<file path="src/rtl/posit_pkg.sv">
// rtl/posit_pkg.sv - shared types, constants and helpers for the posit decoder slice
package posit_pkg;

  localparam int POSIT_N  = 32;
  localparam int POSIT_ES = 2;

  // Signed regime value needs room for -(N-1)..N-2 plus a sign bit.
  function automatic int k_width(input int n);
    return $clog2(n) + 2;
  endfunction

  localparam int POSIT_KW = k_width(POSIT_N);

  // Not-a-Real: sign bit set, every other bit clear.
  localparam logic [POSIT_N-1:0] NAR_PATTERN = {1'b1, {(POSIT_N-1){1'b0}}};

  typedef struct packed {
    logic                       sign;
    logic signed [POSIT_KW-1:0] k;
    logic [POSIT_ES-1:0]        exp;
    logic [POSIT_N-1:0]         mant;
    logic                       zero;
    logic                       inf;
  } posit_dec_t;

endpackage

</file>
<file path="src/rtl/posit_run_len.sv">
// rtl/posit_run_len.sv - combinational length of the leading run of bits equal to the MSB
module posit_run_len #(
  parameter int W  = 31,
  parameter int MW = 6
) (
  input  logic [W-1:0]  i_bits,
  output logic [MW-1:0] o_m
);

  logic w_run;

  // Walk down from the MSB, counting until the first bit that differs from it.
  always_comb begin
    o_m   = '0;
    w_run = 1'b1;
    for (int i = W - 1; i >= 0; i--) begin
      if (w_run && (i_bits[i] == i_bits[W-1])) begin
        o_m = o_m + MW'(1);
      end else begin
        w_run = 1'b0;
      end
    end
  end

endmodule

</file>
<file path="src/rtl/posit_decode_pipe.sv">
// rtl/posit_decode_pipe.sv - two-stage posit field decoder; POSIT_DEC_STATS_EN adds special_cnt
module posit_decode_pipe
  import posit_pkg::*;
#(
  parameter int N  = POSIT_N,
  parameter int ES = POSIT_ES,
  parameter int RS = $clog2(N)
) (
  input  logic                 clk,
  input  logic                 rst,
  input  logic                 in_valid,
  output logic                 in_ready,
  input  logic [N-1:0]         in_posit,
  output logic                 out_valid,
  input  logic                 out_ready,
  output logic                 out_sign,
  output logic signed [RS+1:0] out_k,
  output logic [ES-1:0]        out_exp,
  output logic [N-1:0]         out_mant,
  output logic                 out_zero,
  output logic                 out_inf
`ifdef POSIT_DEC_STATS_EN
  ,
  output logic [15:0]          special_cnt
`endif
);

  logic                 w_adv1;
  logic                 w_adv2;

  logic                 r_s1_valid;
  logic                 r_s1_sign;
  logic [N-2:0]         r_s1_abs;
  logic                 r_s1_zero;
  logic                 r_s1_inf;

  logic                 r_s2_valid;
  posit_dec_t           r_s2;

  logic [N-2:0]         w_bits;
  logic                 w_r0;
  logic [RS:0]          w_m;
  logic [RS+1:0]        w_m_ext;
  logic signed [RS+1:0] w_k;
  logic [N-2:0]         w_rem;
  logic [ES-1:0]        w_exp;
  logic [N-1:0]         w_mant;
  posit_dec_t           w_dec;

  // A stage may load when it is empty or its contents move on this cycle.
  assign w_adv2   = ~r_s2_valid | out_ready;
  assign w_adv1   = ~r_s1_valid | w_adv2;
  assign in_ready = w_adv1;

  // Stage 1: sign, magnitude and special-value flags. Only the low N-1 bits of
  // the magnitude matter, and those equal the negation of the low N-1 input bits.
  always_ff @(posedge clk or posedge rst) begin
    if (rst) begin
      r_s1_valid <= 1'b0;
      r_s1_sign  <= 1'b0;
      r_s1_abs   <= '0;
      r_s1_zero  <= 1'b0;
      r_s1_inf   <= 1'b0;
    end else if (w_adv1) begin
      r_s1_valid <= in_valid;
      if (in_valid) begin
        r_s1_sign <= in_posit[N-1];
        r_s1_abs  <= in_posit[N-1] ? -in_posit[N-2:0] : in_posit[N-2:0];
        r_s1_zero <= (in_posit == '0);
        r_s1_inf  <= (in_posit == NAR_PATTERN);
      end
    end
  end

  assign w_bits = r_s1_abs;
  assign w_r0   = w_bits[N-2];

  posit_run_len #(
    .W  (N - 1),
    .MW (RS + 1)
  ) u_run_len (
    .i_bits (w_bits),
    .o_m    (w_m)
  );

  // A run of ones encodes k = m-1, a run of zeros encodes k = -m.
  assign w_m_ext = {1'b0, w_m};
  assign w_k     = w_r0 ? $signed(w_m_ext - 1'b1) : $signed(-w_m_ext);

  // Drop the run and its terminator; shifting past the end leaves zeros,
  // which supplies the implicit zero exponent/fraction bits of long regimes.
  assign w_rem  = w_bits << (32'(w_m) + 32'd1);
  assign w_exp  = w_rem[N-2 -: ES];
  assign w_mant = {1'b1, w_rem[N-2-ES:0], {ES{1'b0}}};

  // Assemble the decoded word; zero and NaR carry only their flag.
  always_comb begin
    w_dec      = '0;
    w_dec.zero = r_s1_zero;
    w_dec.inf  = r_s1_inf;
    if (!(r_s1_zero || r_s1_inf)) begin
      w_dec.sign = r_s1_sign;
      w_dec.k    = w_k;
      w_dec.exp  = w_exp;
      w_dec.mant = w_mant;
    end
  end

  // Stage 2: output register, held while the consumer stalls.
  always_ff @(posedge clk or posedge rst) begin
    if (rst) begin
      r_s2_valid <= 1'b0;
      r_s2       <= '0;
    end else if (w_adv2) begin
      r_s2_valid <= r_s1_valid;
      if (r_s1_valid) begin
        r_s2 <= w_dec;
      end
    end
  end

  assign out_valid = r_s2_valid;
  assign out_sign  = r_s2.sign;
  assign out_k     = r_s2.k;
  assign out_exp   = r_s2.exp;
  assign out_mant  = r_s2.mant;
  assign out_zero  = r_s2.zero;
  assign out_inf   = r_s2.inf;

`ifdef POSIT_DEC_STATS_EN
  logic [15:0] r_special_cnt;

  // Saturating count of zero/NaR results handed to the consumer.
  always_ff @(posedge clk or posedge rst) begin
    if (rst) begin
      r_special_cnt <= '0;
    end else if (r_s2_valid && out_ready && (r_s2.zero || r_s2.inf) &&
                 (r_special_cnt != 16'hFFFF)) begin
      r_special_cnt <= r_special_cnt + 16'd1;
    end
  end

  assign special_cnt = r_special_cnt;
`endif

endmodule

</file>
<file path="config.mk">
export PLATFORM = sky130hd
export DESIGN_NAME = posit_decode_pipe
export DESIGN_NICKNAME = d
export VERILOG_FILES = /design/src/rtl/posit_pkg.sv /design/src/rtl/posit_run_len.sv /design/src/rtl/posit_decode_pipe.sv
export SDC_FILE = /design/constraint.sdc
export NUM_CORES = 1
export LEC_CHECK = 0
export CELL_PAD_IN_SITES_DETAIL_PLACEMENT = 0
export CELL_PAD_IN_SITES_GLOBAL_PLACEMENT = 1
export CORE_AREA = 2 2 184 186
export CTS_BUF_LIST = sky130_fd_sc_hd__clkbuf_4 sky130_fd_sc_hd__clkbuf_8
export CTS_CLUSTER_SIZE = 8
export DETAILED_ROUTE_END_ITERATION = 16
export DIE_AREA = 0 0 186 188
export PLACE_DENSITY = 0.6
export SKIP_CTS_REPAIR_TIMING = 1
export SLEW_MARGIN = 20
export SYNTH_ARGS = -nofsm -noshare
export SYNTH_HDL_FRONTEND = slang
export SYNTH_HIERARCHICAL = 1
export SYNTH_SLANG_ARGS = --single-unit
</file>
<file path="constraint.sdc">
create_clock -name clk -period 36.3 [get_ports clk]
set_input_delay 9.075 -clock clk [delete_from_list [all_inputs] [get_ports clk]]
set_output_delay 9.075 -clock clk [all_outputs]
set_load 0.03 [all_outputs]
</file>
* Yosys cells after proc, flatten, opt, wreduce, memory -nomap -nowiden *
Cells that the tools add are included.

operators by class
  add/subtract/negate cells = 33
  eq/ne operators = 31
  shift operators = 1
  muxes and demuxes = 62
  bitwise operators = 4
  reductions and logical operators = 33

operator list
  cell                                                                 count
  6-bit by 1-bit adder with 6-bit output (second input constant)       29
  6-bit 2-to-1 mux                                                     29
  42-bit 2-to-1 mux                                                    1
  32-bit == test (second input constant)                               1
  32-bit logical NOT                                                   1
  31-bit 2-to-1 mux                                                    1
  31-bit negation                                                      1
  31-bit by 7-bit left shift with 31-bit output                        1
  1-bit == test                                                        30
  1-bit logical AND                                                    29
  1-bit 2-to-1 mux                                                     29
  6-bit by 1-bit adder with 7-bit output (second input constant)       1
  7-bit 2-to-1 mux                                                     1
  6-bit negation with 7-bit output                                     1
  6-bit by 1-bit subtractor with 7-bit output (second input constant)  1
  2-bit AND reduction                                                  2
  2-bit 2-to-1 mux                                                     1
  1-bit NOT                                                            2
  1-bit bitwise OR                                                     2
  1-bit logical OR                                                     1

storage, ports and cells
  flip-flop bits (word level) = 80
  input bits = 36
  output and inout port bits = 46
  logic and storage cells = 176

* Depth between registers and ports, before layout *
Gate-level depths: netlist of the first run.

  word-level depth = 63
  gate-level depth with buffers = 83
  mapped depth without buffers = 76

* Hierarchy *
Netlist of the first run, hierarchy kept.

by module, submodules not included
  module             times used  cells each  area an instance (um^2)  sequential area each (um^2)
  posit_decode_pipe  1           550         5310.1                   1951.9
  posit_run_len      1           637         4483.0                   0.0

* Worst setup path after synthesis of the first run *
Ideal clock, no wire load.

  path kind = in2out
  start = input out_ready
  end = output in_ready
  arrival time = 9436 ps
  data required time = 27225 ps
  path slack = 17789 ps
  cell stages on the path = 1
  buffers on the path = 0
  path through = nand3b_1

on the way
  word-level cells in the longest chain between the ends = 2

ends and longest elaborated chain
  what              RTL line                 text
  start, declared   posit_decode_pipe.sv:15  input logic out_ready,
  1-bit bitwise OR  posit_decode_pipe.sv:51  assign w_adv2 = ~r_s2_valid | out_ready;
  1-bit bitwise OR  posit_decode_pipe.sv:52  assign w_adv1 = ~r_s1_valid | w_adv2;
  end, declared     posit_decode_pipe.sv:12  output logic in_ready,

No other way between the ends.

* Worst setup path in the final report of the first run *
Ends and elaborated chain as after synthesis.

==> results of run 1 <==
-- per-stage QoR --
step / hold WS [ns] / util [%] / instances / power (W)
after floorplan: 0.461 / - / 1188 / 0.000427
after global placement: 0.466 / 33.0 / 1661 / 0.000545
after detailed placement: 0.473 / 33.0 / 1661 / 0.000546
after CTS: 0.496 / 33.6 / 1677 / 0.000614
after global routing: 0.518 / 33.6 / 1677 / 0.000658
final: 0.486 / 33.6 / 1677 / 0.000609
-- kinds of logic (layout without fill, tap and decap cells) --
family / Yosys count / after routing / synth area share, %
xor+xnor: 114 / 114 / 13.0
flops: 78 / 78 / 19.9
compound gates: 310 / 310 / 21.9
simple gates: 459 / 459 / 23.7
mux: 100 / 100 / 13.1
buf+inv: 96 / 137 / 4.56
fa+ha+maj: 29 / 29 / 3.71
other cells: 1 / 2 / 0.0383
-- final cells by class --
type	instances	area [µm²]
inverters	31	118
flip-flops and latches	78	1950
well taps	448	561
fillers	3525	22000
repair buffers	90	868
clock inverters	7	73.8
multi-input cells	1014	7430
clock buffers	9	124
-- Yosys cell counts (all sizes together) (15+ instances only) --
| cell | number |
|---|---|
| a21oi | 58 |
| and2 | 19 |
| buf | 33 |
| clkbuf | 32 |
| dfrtp | 78 |
| ha | 29 |
| inv | 31 |
| mux2 | 33 |
| mux2i | 49 |
| mux4 | 18 |
| nand2 | 155 |
| nand2b | 21 |
| nand3 | 30 |
| nand4 | 18 |
| nor2 | 97 |
| nor3 | 35 |
| o21ai | 92 |
| o31ai | 16 |
| or2 | 16 |
| or3 | 15 |
| xnor2 | 60 |
| xor2 | 46 |
-- sequential cells by signal (all words and copies together) (netlist names) --
register / cells
out_exp: 2
out_inf: 1
out_k: 7
out_mant: 30
out_sign: 1
out_valid: 1
out_zero: 1
r_s1_abs: 31
r_s1_inf: 1
r_s1_sign: 1
r_s1_valid: 1
r_s1_zero: 1
-- tightest hold or removal path: stages, from the launching register on --
cell and delay (ns):
dfrtp_1 0.36, nand2_1 0.05, o41ai_1 0.05
-- power by group --
part / internal, W / leakage (nW) / switching (W)
combinational: 0.000174 / 3.14 / 0.000227
clock: 0.0000272 / 0.101 / 0.0000396
sequential: 0.000111 / 0.972 / 0.0000305
total: 0.000312 / 4.22 / 0.000297
-- layer usage --
metal	global-route usage, %	routed length (µm)
met4	1.94	132
met1	24.0	14200
met5	0	0
met2	26.8	13500
met3	1.83	648
-- placed cells by master (no fill, tap or decap), types with 7 or more instances in the layout --
| cell type | instances |
|---|---|
| o31ai_1 | 14 |
| xnor2_2 | 12 |
| o221ai_1 | 14 |
| or3_1 | 8 |
| nand2_1 | 152 |
| mux2_2 | 33 |
| o211ai_1 | 8 |
| o21ai_0 | 87 |
| xor2_1 | 41 |
| nand2b_1 | 21 |
| o41ai_1 | 11 |
| inv_1 | 29 |
| ha_1 | 28 |
| o22ai_1 | 11 |
| nand4_1 | 17 |
| a21oi_1 | 58 |
| nand3_1 | 29 |
| and2_1 | 16 |
| or2_2 | 13 |
| o21a_1 | 7 |
| a22oi_1 | 8 |
| mux4_2 | 18 |
| a31oi_1 | 9 |
| buf_4 | 11 |
| nor2b_1 | 12 |
| xnor2_1 | 46 |
| nor2_1 | 96 |
| and3_1 | 11 |
| nor3_1 | 32 |
| dfrtp_1 | 77 |
| clkdlybuf4s50_1 | 78 |
| mux2i_1 | 47 |
| clkbuf_8 | 9 |
-- how the worst max path moves through the flow --
stage / start / endpoint / slack, ns / depth (start not counted)
global route: out_ready / in_ready / 16.77 / 3
CTS: out_ready / in_ready / 16.81 / 3
detailed placement: out_ready / in_ready / 16.82 / 3
finish: out_ready / in_ready / 16.82 / 3
floorplan: out_ready / in_ready / 17.79 / 1
global placement: out_ready / in_ready / 16.81 / 3
==> flow_summary.ini, run 1 <==
[critical_path]
cpMostUsedCell = clkdlybuf4s50_1
timing.rr.start = r_s1_abs[30]$_DFFE_PP0P_
cp_slowest_stage_delay_ns = 0.70
start_kind = primary input
path_class = in2out
rr_worst_depth = 71
r2r_slack_ns = 19.77
worst-path-buf-inv = 2
critical_path.max_fanout = 4
endpoint_kind = primary output
r2r-end = out_exp[1]$_DFFE_PP0P_
path_delay_family = buffers and inverters
crit_chain = clkdlybuf4s50_1 -> nand3b_1 -> clkdlybuf4s50_1
required_ns = 27.23
worstPathArrival_ns = 10.41
crit_path_top_delay_cell = clkdlybuf4s50_1

[grt]
grt_pass1_vias = 8271
antenna_found_initial = 0
overflow = 0
grt_max_degree = 82
grt_usage_pct = 16.5
grt_pass1_wl_um = 46300

[yosys]
synth_area_leader_cell = dfrtp_1
syn_area_per_cell_um2 = 8.25
seq_area_frac_synth_pct = 19.9
synth_flop_cell = dfrtp_1
synth_top_area_share_pct = 19.9
syn-instance-count = 1187
netlist_area_mm2 = 0.00979
yosysUniqueCellTypes = 106
synth-seq-cells = 78
synth_warnings = 6
yosys-top-cells-area = dfrtp_1 20%, nand2_1 5.9%, mux2i_1 4.8%
async_reset_ff_share_pct = 100
synth_edf_count = 0

[detailed_routing]
ant_nets = 0
dr.pass1.iters = 5
drc = 0
vias = 8717
wl_um = 28400
drt_iter0_markers = 592
viasPerCell = 5.20
wl_per_cell_um = 16.9

[floorplanning]
core_area_mm2 = 0.0331
num_io_pins = 82
die_area_mm2 = 0.0350
rows = 67
initial_core_util_pct = 29.6
dieHeight_um = 188
die_x_um = 186

[final_layout]
antennaDiodeCount = 0
drive_above_1_share_pct = 13.5
syn_to_final_growth_pct = 13.6
final_area_mm2 = 0.0111
num-nets-final = 1289

[clocking]
clkLatencyLatePin_ns = 0.38
root_buffer = clkbuf_8
cts_max_level = 3
cts_buffers = 9
cts.sink_count = 78
cts_tree = built
clockBufferDepth = 2
clkSlewWorstSetupHoldPaths_ns = 0.09

[min_path]
hp-class = reg2reg
worstHoldEndpoint = out_mant[2]$_DFFE_PP0P_
whs_path_depth = 2
hp-start = out_mant[2]$_DFFE_PP0P_

[job]
cap_viol_max_count = 0

[timing]
finalHoldViolCount = 0
setup_viol = 0
relSlewSlack_pct = 33.2
clock.fmax_ghz = 0.0513
max_slew.worst_pin.slew_ns = 1.00
post-route-min-period_ns = 19.48
fin_skew_ns = 0.0132
drv_slew = 0
fin_ws_ns = 16.82
rsz0062_at_grt = no
fin_setup_tns_ns = 0
min_period_over_period_pct = 53.7

[placement]
preCtsSetupSlack_ns = 16.82
gp_congestion = 0.783
port_buffers = 79
dp_hpwl_um = 22100
post_dp_cell_area_mm2 = 0.0109

[power]
peakVddDrop_mv = 0.0224
p_leak_nw = 4.22
p_per_area_mw_per_mm2 = 54.7

[run_status]
status = completed
Power figures use the tool's default switching activity.
==> inputs of run 2 (changes only) <==
Clock period 36.3 ns to 18.4 ns, I/O delays scaled along.
==> run 2 against run 1 <==
- clock skew increased by 0.0051 ns
- non-clock buffer count decreased by 2
- first-iteration DRC count decreased by 30%
- global-route usage increased by 0.35 points
- clock power increased by 130%
- critical path depth increased by 67
- wire length increased by 1.6%
- largest power group unchanged
==> flow_summary.ini, run 2 (same netlist as run 1, synthesis figures left out) <==
[placement]
gp_congestion = 0.808
port_buffers = 79
dp_hpwl_um = 22600
preCtsSetupSlack_ns = 2.91

[detailed_routing]
dr.pass1.iters = 5
m1WireLength_um = 14200
wl_um = 28900
ant_nets = 0
drt_iter0_markers = 416
wl_per_cell_um = 17.3
viasPerCell = 5.29
vias = 8856
route.met3.wl_um = 818
wl_met2_um = 13600
highest_layer = met4
drc = 0

[timing]
drv_slew = 0
fin_ws_ns = 2.76
fin_skew_ns = 0.0183
relSlewSlack_pct = 33.0
clock.fmax_ghz = 0.0639
finalHoldViolCount = 0
rsz0062_at_grt = no
min_period_over_period_pct = 85.0
max_slew.worst_pin.slew_ns = 0.997
setup_viol = 0
post-route-min-period_ns = 15.64
fin_setup_tns_ns = 0

[clocking]
cts.sink_count = 78
root_buffer = clkbuf_8
cts_tree = built
clkSlewWorstSetupHoldPaths_ns = 0.09
cts_buffers = 9
cts_max_level = 3
clockBufferDepth = 2
clkLatencyLatePin_ns = 0.38

[power]
p_leak_nw = 4.21
peakVddDrop_mv = 0.0425
p_per_area_mw_per_mm2 = 110

[grt]
grt_usage_pct = 16.8
grt_pass1_wl_um = 47300
overflow = 0
antenna_found_initial = 0
grt_pass1_vias = 8524
grt_max_degree = 79

[job]
cap_viol_max_count = 0

[critical_path]
worstPathArrival_ns = 15.89
start_kind = flip-flop
r2r_slack_ns = 2.76
cp_slowest_stage_delay_ns = 0.99
required_ns = 18.65
endpoint_kind = flip-flop
path_class = reg2reg
crit_path_top_delay_cell = ha_2
critical_path.max_fanout = 41
cpMostUsedCell = ha_1

[final_layout]
antennaDiodeCount = 0
multiInputGateArea_mm2 = 0.00743
largest_register_ffs = 31
layout_common_cells = 152 x nand2_1, 96 x nor2_1, 87 x o21ai_0, 78 x clkdlybuf4s50_1, 77 x dfrtp_1
seqCellArea_mm2 = 0.00195
syn_to_final_growth_pct = 13.8
regMostFlops = r_s1_abs
fillers = 3466
drive_above_1_share_pct = 13.4
final_common_cell = nand2_1
num-nets-final = 1287

[floorplanning]
initial_core_util_pct = 29.6
rows = 67
core_area_mm2 = 0.0331
dieHeight_um = 188
die_area_mm2 = 0.0350
num_io_pins = 82
die_x_um = 186

[min_path]
hp-class = reg2reg

[run_status]
status = completed
## run 2: area by class of cell
type	instances	share of cell area, %
multi-input combinational	1014	66.7
timing repair buffer	88	7.69
clock inverter	7	0.932
clock buffer	9	1.11
inverter	31	1.06
tap	448	5.03
sequential	78	17.5
## run 2: worst paths after layout
path	from	depth (start not counted)	endpoint
worst max-delay path	r_s1_abs[30]$_DFFE_PP0P_	70	out_exp[1]$_DFFE_PP0P_
min in group asynchronous	rst	3	out_mant[11]$_DFFE_PP0P_
worst max register to register	r_s1_abs[30]$_DFFE_PP0P_	70	out_exp[1]$_DFFE_PP0P_
max in group asynchronous	rst	3	r_s1_abs[30]$_DFFE_PP0P_
worst min register to register	out_mant[31]$_DFFE_PP0P_	2	out_mant[31]$_DFFE_PP0P_
worst min-delay path	out_mant[31]$_DFFE_PP0P_	2	out_mant[31]$_DFFE_PP0P_
## run 2: critical path, delay by kind of cell, from the launching register on
family,cells,cell delay [ns]
adder cells (fa/ha/maj),15,5.47
AO/OA/AOI/OAI,28,5.11
AND/OR/NAND/NOR,18,2.58
multiplexers,4,1.40
flip-flops,1,0.55
buffers and inverters,5,0.35
## run 2: metrics by stage
stage	cells	util, %	hold WS [ns]	total power [W]	instance area (µm²)
floorplan	1188	-	0.461	0.000842	9800
global placement	1659	33.0	0.462	0.00108	10900
detailed placement	1659	33.0	0.463	0.00108	10900
CTS	1675	33.7	0.486	0.00123	11100
global route	1675	33.7	0.507	0.00132	11100
finish	1675	33.7	0.480	0.00122	11100
## run 2: power breakdown
group | internal [W] | switching [W] | leakage [nW]
logic | 0.000342 | 0.000447 | 3.13
registers | 0.000219 | 0.0000620 | 0.972
clock network | 0.0000782 | 0.0000735 | 0.108
total | 0.000639 | 0.000582 | 4.21
## run 2: layer usage
| metal | track usage, % | vias to the layer above |
|---|---|---|
| met5 | 0 | - |
| met4 | 3.39 | 0 |
| met3 | 1.83 | 17 |
| met2 | 27.5 | 154 |
| met1 | 23.9 | 4262 |
| li1 | - | 4423 |
